==> src/rtl/ascon_state_bank.sv <==
// ascon_state_bank
//
// Holds the ASCON permutation state as NUM_WORDS words of WORD_W bits behind a
// single-command interface. It sits between the controller FSM and the round
// datapath. It supports full load, single-word write and XOR, a word-by-word
// clear sweep, and an optional snapshot/restore shadow copy. It also tracks
// state validity, keeps a saturating update count and a sticky error flag.
//
// Build option:
//   STATE_SNAPSHOT_EN  When defined, a shadow copy of the state and a
//                      shadow-valid bit are built, and SNAPSHOT/RESTORE are
//                      legal. When undefined, no shadow storage exists, and
//                      SNAPSHOT/RESTORE are treated as illegal commands.
//
// Ports:
//   clock_i        rising-edge clock
//   resetb_i       synchronous active-low reset
//   op_valid_i     command valid
//   op_ready_o     command ready (low while a CLEAR sweep runs)
//   op_code_i      0 NOP, 1 LOAD, 2 WRITE_WORD, 3 XOR_WORD, 4 CLEAR,
//                  5 SNAPSHOT, 6 RESTORE, 7 reserved
//   word_sel_i     target word for WRITE_WORD / XOR_WORD
//   word_data_i    operand for WRITE_WORD / XOR_WORD
//   load_i         full state for LOAD, word i at [i*WORD_W +: WORD_W]
//   state_o        registered state, same packing as load_i
//   state_valid_o  state holds meaningful data
//   update_cnt_o   saturating count of state-modifying commands
//   busy_o         CLEAR sweep in progress (inverse of op_ready_o)
//   err_o          sticky illegal-command flag, cleared only by reset
//
// FSM states:
//   state    | meaning
//   ---------+----------------------------------------------------------
//   IDLE     | ready for commands
//   CLEARING | zeroing words 1..NUM_WORDS-1, one per cycle; input ignored

module ascon_state_bank #(
    parameter int NUM_WORDS = 5,
    parameter int WORD_W    = 64,
    parameter int CNT_W     = 8
) (
    input  logic                          clock_i,
    input  logic                          resetb_i,
    input  logic                          op_valid_i,
    output logic                          op_ready_o,
    input  logic [2:0]                    op_code_i,
    input  logic [$clog2(NUM_WORDS)-1:0]  word_sel_i,
    input  logic [WORD_W-1:0]             word_data_i,
    input  logic [NUM_WORDS*WORD_W-1:0]   load_i,
    output logic [NUM_WORDS*WORD_W-1:0]   state_o,
    output logic                          state_valid_o,
    output logic [CNT_W-1:0]              update_cnt_o,
    output logic                          busy_o,
    output logic                          err_o
);

    localparam int SEL_W = $clog2(NUM_WORDS);
    // One extra bit so that word_sel_i can be range-checked without wrapping.
    localparam logic [SEL_W:0]   NUM_WORDS_X = (SEL_W + 1)'(NUM_WORDS);
    localparam logic [SEL_W-1:0] LAST_WORD   = SEL_W'(NUM_WORDS - 1);

    typedef enum logic [2:0] {
        OP_NOP      = 3'd0,
        OP_LOAD     = 3'd1,
        OP_WRITE    = 3'd2,
        OP_XOR      = 3'd3,
        OP_CLEAR    = 3'd4,
        OP_SNAPSHOT = 3'd5,
        OP_RESTORE  = 3'd6,
        OP_RSVD     = 3'd7
    } op_e;

    typedef enum logic {
        IDLE     = 1'b0,
        CLEARING = 1'b1
    } fsm_e;

    typedef logic [NUM_WORDS-1:0][WORD_W-1:0] state_t;

    fsm_e             fsm_q, fsm_d;
    state_t           state_q, state_d;
    logic             valid_q, valid_d;
    logic [CNT_W-1:0] cnt_q, cnt_d;
    logic             err_q, err_d;
    logic [SEL_W-1:0] sweep_q, sweep_d;
    logic             count_en;
    logic             sel_ok;

`ifdef STATE_SNAPSHOT_EN
    state_t           shadow_q, shadow_d;
    logic             shadow_valid_q, shadow_valid_d;
`endif

    assign sel_ok = ({1'b0, word_sel_i} < NUM_WORDS_X);

    always_comb begin
        fsm_d    = fsm_q;
        state_d  = state_q;
        valid_d  = valid_q;
        cnt_d    = cnt_q;
        err_d    = err_q;
        sweep_d  = sweep_q;
        count_en = 1'b0;
`ifdef STATE_SNAPSHOT_EN
        shadow_d       = shadow_q;
        shadow_valid_d = shadow_valid_q;
`endif

        case (fsm_q)
            IDLE: begin
                if (op_valid_i) begin
                    case (op_code_i)
                        OP_NOP: ;
                        OP_LOAD: begin
                            state_d  = state_t'(load_i);
                            valid_d  = 1'b1;
                            count_en = 1'b1;
                        end
                        OP_WRITE: begin
                            if (sel_ok) begin
                                state_d[word_sel_i] = word_data_i;
                                count_en            = 1'b1;
                            end else begin
                                err_d = 1'b1;
                            end
                        end
                        OP_XOR: begin
                            if (sel_ok) begin
                                state_d[word_sel_i] = state_q[word_sel_i] ^ word_data_i;
                                count_en            = 1'b1;
                            end else begin
                                err_d = 1'b1;
                            end
                        end
                        OP_CLEAR: begin
                            // Word 0 is zeroed on the accept edge; the sweep
                            // covers the rest, so NUM_WORDS-1 busy cycles.
                            state_d[0] = '0;
                            valid_d    = 1'b0;
                            sweep_d    = SEL_W'(1);
                            fsm_d      = CLEARING;
                            count_en   = 1'b1;
                        end
`ifdef STATE_SNAPSHOT_EN
                        OP_SNAPSHOT: begin
                            shadow_d       = state_q;
                            shadow_valid_d = valid_q;
                        end
                        OP_RESTORE: begin
                            state_d  = shadow_q;
                            valid_d  = shadow_valid_q;
                            count_en = 1'b1;
                        end
`else
                        OP_SNAPSHOT: err_d = 1'b1;
                        OP_RESTORE:  err_d = 1'b1;
`endif
                        default: err_d = 1'b1;
                    endcase
                end
            end
            CLEARING: begin
                state_d[sweep_q] = '0;
                sweep_d          = sweep_q + 1'b1;
                if (sweep_q == LAST_WORD) begin
                    fsm_d = IDLE;
                end
            end
            default: fsm_d = IDLE;
        endcase

        // Saturate rather than wrap so a long-running session never looks fresh.
        if (count_en && (cnt_q != {CNT_W{1'b1}})) begin
            cnt_d = cnt_q + 1'b1;
        end
    end

    always_ff @(posedge clock_i) begin
        if (!resetb_i) begin
            fsm_q   <= IDLE;
            state_q <= '0;
            valid_q <= 1'b0;
            cnt_q   <= '0;
            err_q   <= 1'b0;
            sweep_q <= '0;
        end else begin
            fsm_q   <= fsm_d;
            state_q <= state_d;
            valid_q <= valid_d;
            cnt_q   <= cnt_d;
            err_q   <= err_d;
            sweep_q <= sweep_d;
        end
    end

`ifdef STATE_SNAPSHOT_EN
    always_ff @(posedge clock_i) begin
        if (!resetb_i) begin
            shadow_q       <= '0;
            shadow_valid_q <= 1'b0;
        end else begin
            shadow_q       <= shadow_d;
            shadow_valid_q <= shadow_valid_d;
        end
    end
`endif

    assign state_o       = state_q;
    assign state_valid_o = valid_q;
    assign update_cnt_o  = cnt_q;
    assign err_o         = err_q;
    assign op_ready_o    = (fsm_q == IDLE);
    assign busy_o        = (fsm_q != IDLE);

endmodule

==> config.mk <==
export PLATFORM = sky130hd
export DESIGN_NAME = ascon_state_bank
export DESIGN_NICKNAME = d
export VERILOG_FILES = /design/src/rtl/ascon_state_bank.sv
export SDC_FILE = /design/constraint.sdc
export NUM_CORES = 2
export LEC_CHECK = 0
export BUFFER_PORTS_ARGS = -buffer_cell sky130_fd_sc_hd__buf_2
export CORE_AREA = 2 2 279 281
export CTS_BUF_LIST = sky130_fd_sc_hd__clkbuf_4
export CTS_CLUSTER_SIZE = 24
export DETAILED_ROUTE_END_ITERATION = 8
export DIE_AREA = 0 0 281 283
export GPL_ROUTABILITY_DRIVEN = 0
export PLACE_DENSITY = 0.57
export SLEW_MARGIN = 25
export SYNTH_ARGS = -nofsm -noshare
export SYNTH_HDL_FRONTEND = slang
export SYNTH_SLANG_ARGS = --single-unit
==> constraint.sdc <==
create_clock -name clock_i -period 2.5 [get_ports clock_i]
set_input_delay 0.375 -clock clock_i [delete_from_list [all_inputs] [get_ports clock_i]]
set_output_delay 0.375 -clock clock_i [all_outputs]
set_load 0.01 [all_outputs]
Yosys cells after proc, flatten, opt, wreduce, memory -nomap -nowiden. Cells that the tools add are included. W data, S select, Z words.

Magnitude comparators: 5. Add/subtract/negate cells: 2. Muxes and demuxes: 28. Equality and inequality tests: 13. Bitwise logic cells: 5. Reduce and logical (&&, ||, !) cells: 13.

Operators by type and width (count): $mux W320 (3); $pmux W256 S3 (1); $bwmux W320 (2); $pmux W320 S2 (1); $demux W64 S3 (2); $and A320 B320 Y320 (1); $not A320 Y320 (1); $pmux W64 S4 (1); $bmux W64 S3 (1); $mux W64 (3); $xor A64 B64 Y64 (1); $reduce_and A4 Y1 (3); $add A8 B1 Y8 const B (1); $lt A3 B4 Y1 const B (2); $ne A8 B8 Y1 const B (1); $pmux W1 S2 (4); $mux W1 (7); $eq A3 B2 Y1 const B (2); $eq A3 B3 Y1 const B (2); $ge A3 B1 Y1 const B (2); $mux W3 (2); $ne A3 B3 Y1 const B (2); $pmux W3 S2 (1); $ne A5 B1 Y1 const B (1); other kinds (14) (19).

Output and inout port bits: 332. Register bits after elaboration: 334. Input bits: 393. Logic and storage cells: 76.

Logic depth before layout (Yosys ltp).
Depth in word-level cells: 9. Mapped depth: 10. Gate-level depth less buffers: 7.

Worst setup path before layout. OpenSTA, ideal clock, no wires.

Path type: input -> register. From: in word_sel_i[1]. To: reg state_q, in the netlist state_o[128]. Setup time: 0.127 ns. Data arrival time: 1.900 ns. Cell stages on the path: 8. Path buffers: 2. Data required time: 2.373 ns. Slack: 0.473 ns. Cells stage by stage: buf_6 buf_6 mux4_2 a22o_1 a32oi_4 a211oi_1 o22ai_1 o21ai_1.

Longest elaborated chain between the ends: 9. Elaborated cells on any way between the ends: 19. Those cells by class: order compare (3); eq/ne (2); mux (11); bitwise (1); reduce/logical (2).

Ends and longest elaborated chain: from (decl) (line 47) `input logic [$clog2(NUM_WORDS)-1:0] word_sel_i,`; $lt A3 B4 Y1 (implied by the code) or $ge A3 B1 Y1 (tied branches) (line 121, 129); $logic_and A1 B1 Y1 (implied by the code) (line 121, 129); $mux W64 (implied by the code) (line 121, 129); $demux W64 S3 (line 121, 129); $bwmux W320 (on tied branches) (line 129, 121); $mux W320 (on tied branches) (line 128, 120); $pmux W256 S3 (line 112) `case (op_code_i)`; $mux W320 (line 111) `if (op_valid_i) begin`; $pmux W320 S2 (line 109) `case (fsm_q)`; to (signal assigned) (line 188) `state_q <= state_d;`; to (decl) (line 81) `state_t state_q, state_d;`.

Parallel ways exist; a longest one is shown, timed or not. The select of a mux whose other input is x is not followed. A chain may end at the register's enable or synchronous reset.

Worst setup path in the final report.
From: in op_code_i[2]. To: reg state_q, in the netlist state_o[310].

Longest elaborated chain between the ends: 4. Elaborated cells on any way between the ends: 10. Those cells by class: eq/ne (6); mux (3); reduce/logical (1).

Ends and longest elaborated chain: from (decl) (line 46) `input logic [2:0] op_code_i,`; $eq A3 B2 Y1 or $eq A3 B1 Y1 (tied branches) (line 112); $pmux W256 S3 (line 112); $mux W320 (line 111); $pmux W320 S2 (line 109).

Parallel ways exist; a longest one is shown, timed or not. The select of a mux whose other input is x is not followed.

==> impl_metrics.yaml <==
detailed_routing:
  wl_per_cell_um: 23.99
  drt_first_pass_iters: 6
  routed_via_density: 5.985
  dr_total_vias: 35870
  drt_iter0_drc: 4056
  finalWirelength_mm: 143.7
  drc: 0
  ant_nets: 0
clock_tree:
  numClockSinks: 334
  htree_levels: 3
  cts-root-buf: "clkbuf_4"
  numCtsBuffers: 104
  cts.reportedPaths.clkPinSlew_ns: 0.08
  clk_latency_ns: 0.91
  clk_path_buf_depth: 3
  cts_tree: "done"
placed_design:
  portBuffers: 724
  dpl_cell_area_um2: 33100
  dp_hpwl_mm: 99.96
worst_setup_path:
  critPathMaxFanout: 13
  rrSetupSlack_ns: 0.12
  r2r-end: "state_o[45]"
  reg2reg_depth: 7
  worstPathArrival_ns: 3.18
  start_kind: "input pin"
  end_kind: "register"
  required_ns: 3.29
  critPathKind: "in -> reg"
  r2r_start: "busy_o"
job:
  drv_cap: 0
floorplan:
  die_area_um2: 79520
  initial_core_util_pct: 35.25
  ios: 725
  die_w_um: 281
  chipHeight_um: 283
  core-area_um2: 76700
  rows: 102
timing:
  setup_viol: 0
  clock_skew_ns: 0.08368
  period_needed_ns: 2.396
  fmax_mhz: 417.4
  rsz0062_at_grt: "false"
  fin_crit_sh_pct: 95.83
  slew_violations: 0
  hold_ws_ns: 0.08010
  worst_slew_pin_slew_ns: 0.8364
  slew_headroom_pct: 42.80
  hold_violations: 0
pwr:
  irDropWorstVdd_uv: 326.1
  p_per_area_nw_per_um2: 436.9
  power_mw: 16.83
  p_leak_nw: 15.99
synth:
  async_reset_ff_share_pct: 0
  synth_seq_cells: 334
  ys_seq_area_share_pct: 24.73
  syn_avg_cell_area_um2: 7.155
  syn_area_um2: 27040
  synthFlopType: "dfxtp_1"
  synthCells: 3779
  synth_fp_nets: 4175
  ys_warn_count: 0
  synth_cell_types: 87
  synth-edff-count: 0
global_routing:
  grtUsageTotal_pct: 34.30
  grt_max_degree: 120
  antenna_found_initial: 17
  grt_pass1_wl_mm: 211.0
  grt_pass1_vias: 33040
  grt_overflow: 0
final_layout:
  nets: 5251
  design_area_um2: 38530
  final_layout_size_suffix_gt1_share_pct: 25.31
  area_growth_pct: 42.51
min_path:
  min_path_type: "in -> reg"
  hold_depth: 5
  min_delay_worst_endpoint: "state_o[119]"
  worstHoldStart: "word_data_i[55]"
outcome:
  status: "finished clean"
## per-stage QoR
step / setup slack [ns] / instances / setup TNS (ns) / utilization (%)
after detailed placement: -0.1871 / 5388 / -0.4598 / 43.16
after CTS: 0.006241 / 5972 / 0 / 50.12
after global routing: 0.01812 / 5986 / 0 / 50.22
after global placement: -0.2414 / 5388 / -0.5098 / 43.16
final: 0.1042 / 5993 / 0 / 50.24
after floorplan: 0.4734 / 3779 / 0 / -
## cell usage after synthesis, types with 82 or more instances
cell | count | share of area (%)
a22oi_1 | 117 | 3.2
buf_2 | 82 | 1.5
o221ai_1 | 85 | 2.8
a21oi_1 | 388 | 7.2
and3_1 | 82 | 1.9
xnor2_1 | 106 | 3.4
o21ai_0 | 428 | 7.9
clkbuf_1 | 258 | 3.6
nand2_1 | 440 | 6.1
o22ai_1 | 130 | 3.0
dfxtp_1 | 334 | 25
nor2_1 | 235 | 3.3
nand3_1 | 136 | 2.5
## worst max-delay path, stage by stage
cell	delay, ns
dlygate4sd3_1	0.55
buf_2	0.13
nand2b_1	0.35
a211oi_4	0.40
nor2_4	0.15
buf_12	0.19
buf_4	0.17
o22ai_1	0.16
o21ai_0	0.10
dlygate4sd3_1	0.59
## cell type report
class / count / area, µm²
Multi-Input combinational cell: 3014 / 18640
Tap cell: 1040 / 1301
Clock inverter: 33 / 187.7
Clock buffer: 153 / 1149
Antenna cell: 18 / 45.04
Fill cell: 7554 / 38170
Timing Repair Buffer: 1368 / 10390
Inverter: 33 / 131.4
Sequential cell: 334 / 6690
## cells by family after synthesis
kind of cell             after synthesis  share of synthesized area (%)
buffers and inverters                431                          6.950
adder cells (fa/ha/maj)                3                         0.1388
AND/OR/NAND/NOR                     1125                          19.74
XOR/XNOR                             108                          3.498
AO/OA/AOI/OAI                       1685                          40.82
flip-flops                           334                          24.73
multiplexers                          93                          4.128
## registers in the layout, summed over array words and instances (netlist names)
register / cells
update_cnt_o: 8
state_o: 320
err_o: 1
busy_o: 1
sweep_q: 3
state_valid_o: 1
## cells in the final DEF (no fill, tap or decap), types with 28 or more instances in the layout
| cell | instances |
|---|---|
| inv_1 | 31 |
| nor2_1 | 229 |
| and3_1 | 81 |
| nand2_1 | 436 |
| dfxtp_1 | 333 |
| o22ai_1 | 130 |
| buf_2 | 721 |
| clkbuf_4 | 153 |
| a211oi_1 | 77 |
| a32oi_1 | 64 |
| xnor2_1 | 106 |
| dlygate4sd3_1 | 398 |
| a21oi_1 | 388 |
| and2_1 | 72 |
| o21ai_1 | 59 |
| mux2_2 | 28 |
| a211o_1 | 34 |
| o221ai_1 | 85 |
| nand3b_1 | 37 |
| a22oi_1 | 117 |
| buf_12 | 70 |
| mux2i_1 | 53 |
| nor2b_1 | 30 |
| o211ai_1 | 47 |
| buf_4 | 175 |
| o21ai_0 | 428 |
| nand3_1 | 135 |
| a31oi_1 | 43 |
## routing by layer
layer | GRT usage, % | vias to the layer above | routed length [µm]
met2 | 53.15 | 2035 | 63490
met3 | 8.164 | 379 | 14420
met1 | 44.66 | 16960 | 58830
met5 | 0 | - | 23
li1 | - | 16490 | -
met4 | 16.16 | 4 | 6984
## report_power, final
part / total (mW) / switching (mW) / leakage, nW / internal (mW)
Combinational: 4.90 / 2.77 / 12.5 / 2.12
Clock: 5.86 / 2.88 / 0.788 / 2.98
Sequential: 6.08 / 0.438 / 2.72 / 5.64
## worst max path at each step
stage                        startpoint            to  slack, ns  cells past startpoint
after floorplan           word_sel_i[1]  state_o[128]       0.47                      8
after global placement    word_sel_i[0]   state_o[73]      -0.24                      8
after detailed placement  word_sel_i[0]   state_o[73]      -0.19                      8
after CTS                        busy_o        busy_o      0.006                      3
after global routing             busy_o    op_ready_o       0.02                      3
final                      op_code_i[2]  state_o[310]       0.10                     10
## repair_timing
action,in CTS,in global routing
hold buffers,398,0
pin swaps,0,0
buffers inserted,0,2
endpoints found under the setup margin,2,7
endpoints found under the hold margin,326,0
resized for setup,4,3
Power figures use the tool's default switching activity.
